`src/rtl/result_uart_reporter.sv`:
```
// Sends the captured 32-bit core result once over UART as "0xHHHHHHHH\r\n" and blinks an LED when finished.
// Optional build macro REPORTER_PARITY_EN switches framing from 8N1 to 8E1.
module result_uart_reporter #(
  parameter int CLKS_PER_BIT   = 217,
  parameter int BLINK_DIV_BITS = 24
) (
  input  logic        i_clk,
  input  logic        i_rst_n,
  input  logic        i_finished,
  input  logic [31:0] i_result,
  output logic        o_uart_tx,
  output logic        o_busy,
  output logic        o_done,
  output logic        o_led
);

  localparam int                BAUD_W    = (CLKS_PER_BIT > 2) ? $clog2(CLKS_PER_BIT) : 1;
  localparam logic [BAUD_W-1:0] BAUD_LAST = BAUD_W'(CLKS_PER_BIT - 1);
  localparam logic [3:0]        LAST_BYTE = 4'd11;

  typedef enum logic [2:0] {
    S_IDLE,
    S_START,
    S_DATA,
`ifdef REPORTER_PARITY_EN
    S_PARITY,
`endif
    S_STOP,
    S_DONE
  } state_t;

  state_t                    state, state_nxt;
  logic                      fin_q;
  logic                      armed;
  logic                      fin_rise;
  logic [31:0]               capture;
  logic [3:0]                byte_idx;
  logic [2:0]                bit_idx;
  logic [BAUD_W-1:0]         baud_cnt;
  logic                      baud_wrap;
  logic [BLINK_DIV_BITS-1:0] blink_cnt;
  logic [7:0]                tx_byte;
  logic                      tx_d, busy_d, done_d, led_d;

  function automatic logic [7:0] hex_ascii(input logic [3:0] n);
    if (n < 4'd10) return 8'h30 + {4'h0, n};
    else           return 8'h37 + {4'h0, n};
  endfunction

  // armed stays low until i_finished has been seen low once after reset,
  // so a level that is already high when reset releases does not trigger.
  assign fin_rise  = i_finished & ~fin_q & armed;
  assign baud_wrap = (baud_cnt == BAUD_LAST);

  always_ff @(posedge i_clk or negedge i_rst_n) begin
    if (!i_rst_n) begin
      state     <= S_IDLE;
      fin_q     <= 1'b0;
      armed     <= 1'b0;
      blink_cnt <= '0;
    end else begin
      state     <= state_nxt;
      fin_q     <= i_finished;
      armed     <= armed | ~i_finished;
      blink_cnt <= blink_cnt + 1'b1;
    end
  end

  always_ff @(posedge i_clk or negedge i_rst_n) begin
    if (!i_rst_n) begin
      capture  <= '0;
      byte_idx <= '0;
      bit_idx  <= '0;
      baud_cnt <= '0;
    end else begin
      if (state == S_IDLE || state == S_DONE) baud_cnt <= '0;
      else if (baud_wrap)                     baud_cnt <= '0;
      else                                    baud_cnt <= baud_cnt + 1'b1;

      if (state == S_IDLE && fin_rise) begin
        capture  <= i_result;
        byte_idx <= '0;
        bit_idx  <= '0;
      end
      if (state == S_DATA && baud_wrap) bit_idx <= bit_idx + 3'd1;
      if (state == S_STOP && baud_wrap && byte_idx < LAST_BYTE) byte_idx <= byte_idx + 4'd1;
    end
  end

  always_comb begin
    state_nxt = state;
    unique case (state)
      S_IDLE:  if (fin_rise) state_nxt = S_START;
      S_START: if (baud_wrap) state_nxt = S_DATA;
`ifdef REPORTER_PARITY_EN
      S_DATA:   if (baud_wrap && bit_idx == 3'd7) state_nxt = S_PARITY;
      S_PARITY: if (baud_wrap) state_nxt = S_STOP;
`else
      S_DATA:   if (baud_wrap && bit_idx == 3'd7) state_nxt = S_STOP;
`endif
      S_STOP:  if (baud_wrap) state_nxt = (byte_idx < LAST_BYTE) ? S_START : S_DONE;
      S_DONE:  if (!i_finished) state_nxt = S_IDLE;
      default: state_nxt = S_IDLE;
    endcase
  end

  always_comb begin
    tx_byte = 8'h0A;
    case (byte_idx)
      4'd0:    tx_byte = 8'h30;
      4'd1:    tx_byte = 8'h78;
      4'd2:    tx_byte = hex_ascii(capture[31:28]);
      4'd3:    tx_byte = hex_ascii(capture[27:24]);
      4'd4:    tx_byte = hex_ascii(capture[23:20]);
      4'd5:    tx_byte = hex_ascii(capture[19:16]);
      4'd6:    tx_byte = hex_ascii(capture[15:12]);
      4'd7:    tx_byte = hex_ascii(capture[11:8]);
      4'd8:    tx_byte = hex_ascii(capture[7:4]);
      4'd9:    tx_byte = hex_ascii(capture[3:0]);
      4'd10:   tx_byte = 8'h0D;
      default: tx_byte = 8'h0A;
    endcase
  end

  always_comb begin
    tx_d   = 1'b1;
    busy_d = 1'b0;
    done_d = 1'b0;
    led_d  = 1'b0;
    case (state)
      S_START: begin tx_d = 1'b0;             busy_d = 1'b1; end
      S_DATA:  begin tx_d = tx_byte[bit_idx]; busy_d = 1'b1; end
`ifdef REPORTER_PARITY_EN
      S_PARITY: begin tx_d = ^tx_byte;        busy_d = 1'b1; end
`endif
      S_STOP:  busy_d = 1'b1;
      S_DONE:  begin done_d = 1'b1; led_d = blink_cnt[BLINK_DIV_BITS-1]; end
      default: ;
    endcase
  end

  // Outputs are registered, so the line lags the state by one cycle.
  always_ff @(posedge i_clk or negedge i_rst_n) begin
    if (!i_rst_n) begin
      o_uart_tx <= 1'b1;
      o_busy    <= 1'b0;
      o_done    <= 1'b0;
      o_led     <= 1'b0;
    end else begin
      o_uart_tx <= tx_d;
      o_busy    <= busy_d;
      o_done    <= done_d;
      o_led     <= led_d;
    end
  end

endmodule

```
`config.mk`:
```
export PLATFORM = sky130hd
export DESIGN_NAME = result_uart_reporter
export DESIGN_NICKNAME = d
export VERILOG_FILES = /design/src/rtl/result_uart_reporter.sv
export SDC_FILE = /design/constraint.sdc
export NUM_CORES = 1
export LEC_CHECK = 0
export BUFFER_PORTS_ARGS = -buffer_cell sky130_fd_sc_hd__buf_4
export CAP_MARGIN = 15
export CORE_AREA = 3 3 96 98
export DETAILED_ROUTE_END_ITERATION = 10
export DIE_AREA = 0 0 99 101
export PLACE_DENSITY = 0.76
export SLEW_MARGIN = 20
export SYNTH_ARGS = -nofsm -noshare
export SYNTH_HDL_FRONTEND = slang
export SYNTH_SLANG_ARGS = --single-unit
export TNS_END_PERCENT = 100
```
`constraint.sdc`:
```
create_clock -name i_clk -period 2.2 [get_ports i_clk]
set_input_delay 0.33 -clock i_clk [delete_from_list [all_inputs] [get_ports i_clk]]
set_output_delay 0.33 -clock i_clk [all_outputs]
set_load 0.005 [all_outputs]
```
# After elaboration in Yosys (flattened, before gate mapping)
# Index checks and enable logic that the tools add are counted.
classes:
  addsub: 20
  n_mul: 0
  div: 0
  magnitude_cmp: 10
  n_eq_ne: 21
  shifts: 0
  mux: 28
  n_bitwise: 5
  n_reduce_logical: 12
ops:
  columns: ["op", "n"]
  rows:
  - ["$add 6x4->7 const A", 16]
  - ["$pmux 7 s11", 1]
  - ["$mux 7", 8]
  - ["$lt 4x4->1 const B", 9]
  - ["$add 24x1->24 const B", 1]
  - ["$mux 3", 8]
  - ["$eq 4x3->1 const B", 4]
  - ["$mux 8", 2]
  - ["$pmux 3 s5", 1]
  - ["$eq 4x4->1 const B", 3]
  - ["$add 8x1->8 const B", 1]
  - ["$eq 4x2->1 const B", 2]
  - ["$eq 8x8->1 const B", 1]
  - ["$mux 4", 2]
  - ["$ne 2x2->1 const B", 4]
  - ["$eq 3x2->1 const B", 2]
  - ["$eq 3x3->1 const B", 2]
  - ["$logic_and 1x1->1", 5]
  - ["$reduce_and 5->1", 1]
  - ["$add 4x1->4 const B", 1]
  - ["$eq 4x1->1 const B", 1]
  - ["$logic_not 4->1", 1]
  - ["$lt 3x4->1 const B", 1]
  - ["$mux 1", 4]
  - ["other kinds (12)", 15]
totals:
  register_bits: 80
  latchBits: 0
  ramBits: 0
  romBits: 0
  inputBits: 35
  n_memories: 0

# Depth between registers and ports, before layout
depth:
  depth_word: 6
  mapped_depth: 9
  depth_no_buf: 8

# Worst setup path after synthesis
# Ideal clock, no wire load.
synth_timing:
  path_kind: "flip-flop to flip-flop"
  start: "register byte_idx[0]"
  end: "register o_uart_tx"
  setup_time_ns: 0.083
  arrival_ns: 1.941
  t_required_ns: 2.117
  slack_ns: 0.175
  stages_incl_launch_ff: 10
  n_path_buf: 1
  cell_sequence: "dfrtp_1 inv_1 ha_1 clkbuf_1 nor4_1 o22ai_1 a211o_1 a21oi_1 a21oi_1 a221o_1"
synth_between:
  elab_chain_len: 5
  elab_cells_between_ends: 15
  cone_classes: "eq/ne (10); mux (4); reduce/logical (1)"
synth_rtl:
  columns: ["element", "line_no", "rtl"]
  rows:
  - ["start, declared", "37", "logic [3:0] byte_idx;"]
  - ["start signal, assigned", "86", "if (state == S_STOP && baud_wrap && byte_idx < LAST_BYTE) byte_idx <= byte_idx + 4'd1;"]
  - ["$eq 4x4->1, or another cell as far along", "109", "case (byte_idx)"]
  - ["$pmux 7 s11 *", "109", null]
  - ["$bmux 1 s3 *", "132", "S_DATA: begin tx_d = tx_byte[bit_idx]; busy_d = 1'b1; end"]
  - ["$mux 1 (implied by the code) *", "132", null]
  - ["$pmux 1 s2 *", "130", "case (state)"]
  - ["via tx_d", "43", "logic tx_d, busy_d, done_d, led_d;"]
  - ["end signal, assigned", "150", "o_uart_tx <= tx_d;"]
  - ["end, declared", "11", "output logic o_uart_tx,"]
# The timed path passes the listed nets; every way through them passes the cells marked *. The select of a mux whose other input is x is not followed.
# A chain may end at the register's enable or synchronous reset.

# Final worst setup path
layout_timing:
  start: "register byte_idx[1]"
  end: "register o_uart_tx"
# The elaborated chain is that of the path after synthesis.

==> impl_metrics.csv <==
group,metric,value,unit
power,p_sw_frac,0.206,
logic_synthesis,ys_async_sr_fraction,1.00,
logic_synthesis,synth-seq-cells,80,
logic_synthesis,synth_cell_types,61,
floorplanning,die_w,99,µm
worst_setup_path,endpoint_kind,"flip-flop",
routing,dr.pass1.iters,4,
timing,max_slew_margin,0.642,
placement,place.gp.congestion,0.922,
cts,cts_max_level,3,
power,max-vdd-ir-drop,0.000500,V
cts,insertion_delay,0.37,ns
timing,setup_viol,0,
power,p_clk_frac,0.458,
worst_hold_path,min_from,"i_finished",
logic_synthesis,syn_inst,512,
floorplanning,pin_count,39,
power,switchingPower,591,µW
cts,clkSinkCount,80,
layout,diodes,0,
timing,drv_slew,0,
cts,path_clk_slew,0.09,ns
worst_setup_path,reg2reg_from,"byte_idx[1]$_DFFE_PN0P_",
logic_synthesis,ys.flop_type,"dfrtp_1",
global_routing,grt_antenna_before_repair,0,
worst_setup_path,reg2reg_to,"o_uart_tx$_DFF_PN1_",
timing,tightest_slew,0.534,ns
timing,clock_skew,0.0134,ns
logic_synthesis,ys_warn_count,0,
power,p_comb_frac,0.030,
timing,rsz0062_at_grt,"false",
flow_run,maxCapViolCount,0,
worst_setup_path,worstPathCellList,"buf_4 -> ha_2 -> buf_4 -> a32oi_2 -> a31oi_2 -> a2111oi_4 -> nor3_1 -> a221o_1",
routing,drt-vias-per-instance,5.58,
power,pwr-share-seq,0.513,
power,p_leak,0.00249,µW
timing,hold_slack,0.109,ns
floorplanning,start_util,0.534,
layout,drive_gt1_frac,0.183,
floorplanning,core-area,8550,µm²
worst_setup_path,crit_top_cell,"buf_4",
cts,ctsRootBufferMaster,"clkbuf_8",
global_routing,grt_pass1_vias,3775,
global_routing,grt_usage,0.227,
run_status,run_status,"finished, final reports clean",
global_routing,grt_start_max_net_pins,35,
floorplanning,die_h,101,µm
timing,period_share,0.949,
floorplanning,dieArea,10000,µm²
floorplanning,rows,34,
power,p_per_area,529,nW/µm²
timing,hold_viol_final,0,
routing,finalWirelength,10800,µm
logic_synthesis,synth_nets,564,
worst_hold_path,hold_depth,1,
placement,io_buffers,38,
placement,hpwl,8000,µm
worst_setup_path,path_class,"reg -> reg",
worst_setup_path,crit_required,2.51,ns
worst_hold_path,whs_endpoint,"fin_q$_DFF_PN0_",
worst_hold_path,hp-class,"in -> reg",
timing,min_period,2.09,ns
worst_setup_path,arrival,2.39,ns
logic_synthesis,ys_seq_area_frac,0.439,
timing,max_freq,0.479,GHz
logic_synthesis,synth_enable_flop_cells,0,
layout,nets,620,
worst_setup_path,critPathBufInv,2,
routing,wl_per_cell,15.9,µm
worst_setup_path,critPathLaunchType,"flip-flop",
global_routing,grt_pass1_wl,18000,µm
worst_setup_path,rrSetupSlack,0.11,ns
layout,area_growth_syn_to_layout,18.8,%
logic_synthesis,synthesis.area,4560,µm²
power,internal-power,2280,µW
global_routing,overflow,0,
cts,cts_buffer_depth,2,
routing,drcViolationCount,0,
logic_synthesis,post_synth.cell_area_avg,8.91,µm²
worst_setup_path,crit_fanout,7,
layout,finish.utilization,0.634,
routing,vias,3803,
worst_setup_path,slowest_stage,"dfrtp_1",
cts,cts_tree,"done",
cts,cts_buffers,9,
routing,antenna_left,0,
worst_setup_path,path_delay_family,"compound AO/OA/AOI/OAI gates",
timing,setup-tns-final,0,ns
worst_setup_path,rr_worst_depth,8,
worst_setup_path,max_stage_delay,0.41,ns
routing,drt-initial-drc-count,177,
[flip-flops by register name, summed over array words and instances, names as in the netlist]
register	cells
capture	32
blink_cnt	24
baud_cnt	8
byte_idx	4
bit_idx	3
state	3
armed	1
fin_q	1
o_busy	1
o_done	1
o_led	1
o_uart_tx	1
[worst register-to-register path, stage by stage (launching register included)]
cell and delay (ns):
dfrtp_1 0.41, buf_4 0.14, ha_2 0.19, buf_4 0.17, a32oi_2 0.21, a31oi_2 0.14, a2111oi_4 0.33, nor3_1 0.09
a221o_1 0.35
[per-layer routing]
layer  vias up  track usage  wire [µm]
met5         -            0          0
met4         0        0.110        226
met3        18       0.0346        505
met2        83        0.383       5410
met1      1809        0.285       4660
li1       1893            -          -
[timing repair]
item	4_1_cts	5_1_grt
hold buffers	1	0
gates resized for setup	0	16
buffers inserted	0	2
hold endpoints to repair	30	0
endpoints found under the setup margin	0	2
[cell families after synthesis]
| logic type | share of synthesized area |
|---|---|
| adders and majority gates | 0.0466 |
| AOI/OAI and AO/OA | 0.147 |
| buffers and inverters | 0.0472 |
| and+or+nand+nor | 0.245 |
| DFF | 0.439 |
| xor gates and xnor gates | 0.0710 |
| muxes | 0.00439 |
[final cells by class]
cell class	count	area [µm²]
Timing Repair Buffer	67	518
Multi-Input combinational cell	382	2410
Fill cell	721	3130
Tap cell	108	135
Sequential cell	80	2000
Clock inverter	6	115
Clock buffer	10	128
Inverter	28	105
[how the worst max path moves through the flow]
stage                                       start             endpoint  slack, ns  cells past startpoint
after global placement    byte_idx[0]$_DFFE_PN0P_  o_uart_tx$_DFF_PN1_       0.10                      8
after CTS                 byte_idx[0]$_DFFE_PN0P_  o_uart_tx$_DFF_PN1_       0.05                      8
after floorplan           byte_idx[0]$_DFFE_PN0P_  o_uart_tx$_DFF_PN1_       0.18                      9
final                     byte_idx[1]$_DFFE_PN0P_  o_uart_tx$_DFF_PN1_       0.11                      8
after global routing      capture[17]$_DFFE_PN0P_  o_uart_tx$_DFF_PN1_      0.006                      8
after detailed placement  byte_idx[0]$_DFFE_PN0P_  o_uart_tx$_DFF_PN1_       0.06                      8
[Yosys cell counts, types with 2 or more instances]
cell type / number / area [µm²]
a32oi_1: 4 / 35.0
nor3_2: 2 / 20.0
xnor2_1: 27 / 236
buf_2: 7 / 35.0
nand2b_1: 4 / 25.0
nor2_1: 26 / 97.6
nand3_1: 20 / 100
nor2b_1: 12 / 75.1
a211o_1: 2 / 17.5
clkbuf_1: 10 / 37.5
o22ai_1: 5 / 31.3
nand3b_1: 7 / 52.6
o31ai_1: 2 / 15.0
dfrtp_1: 79 / 1980
o211ai_1: 3 / 22.5
nand4_1: 4 / 25.0
inv_1: 27 / 101
o2111ai_1: 3 / 26.3
and4b_1: 6 / 60.1
o21ai_0: 38 / 190
a31oi_1: 2 / 12.5
a21oi_1: 23 / 115
nor4_1: 5 / 31.3
buf_4: 3 / 22.5
a211oi_1: 9 / 67.6
mux2i_1: 2 / 20.0
xor2_1: 10 / 87.6
ha_1: 17 / 213
nor3_1: 6 / 30.0
o21ai_1: 2 / 10.0
or3b_4: 2 / 22.5
and3b_1: 2 / 17.5
a22o_1: 2 / 17.5
nor4b_1: 4 / 35.0
nand2_1: 97 / 364
and3_1: 11 / 68.8
or3_1: 2 / 12.5
and2_1: 2 / 12.5
[cells in the final DEF, fill, tap and decap left out, types with 13 or more instances in the layout]
cell,n
nand3_1,20
nand2_1,96
ha_1,13
buf_4,65
o21ai_0,37
xnor2_1,27
dfrtp_1,78
inv_1,27
a21oi_1,23
nor2_1,26
[through the flow]
step,area (µm²),total power (µW),std cells,setup WS [ns]
global placement,5080,1580,662,0.101
CTS,5330,2900,679,0.0538
floorplan,4560,1500,512,0.175
finish,5420,2870,681,0.112
global route,5420,2960,681,0.00613
detailed placement,5080,1590,662,0.0569
[power by group through the flow]
stage | registers [µW] | clock network [µW] | logic [µW]
after global routing | 1470 | 1390 | 94.8
after global placement | 1500 | 0 | 84.4
after floorplan | 1500 | 0 | 2.61
after detailed placement | 1500 | 0 | 86.1
final | 1470 | 1310 | 84.6
after CTS | 1470 | 1340 | 87.9
Note: power is estimated with default switching activity, not from simulation.
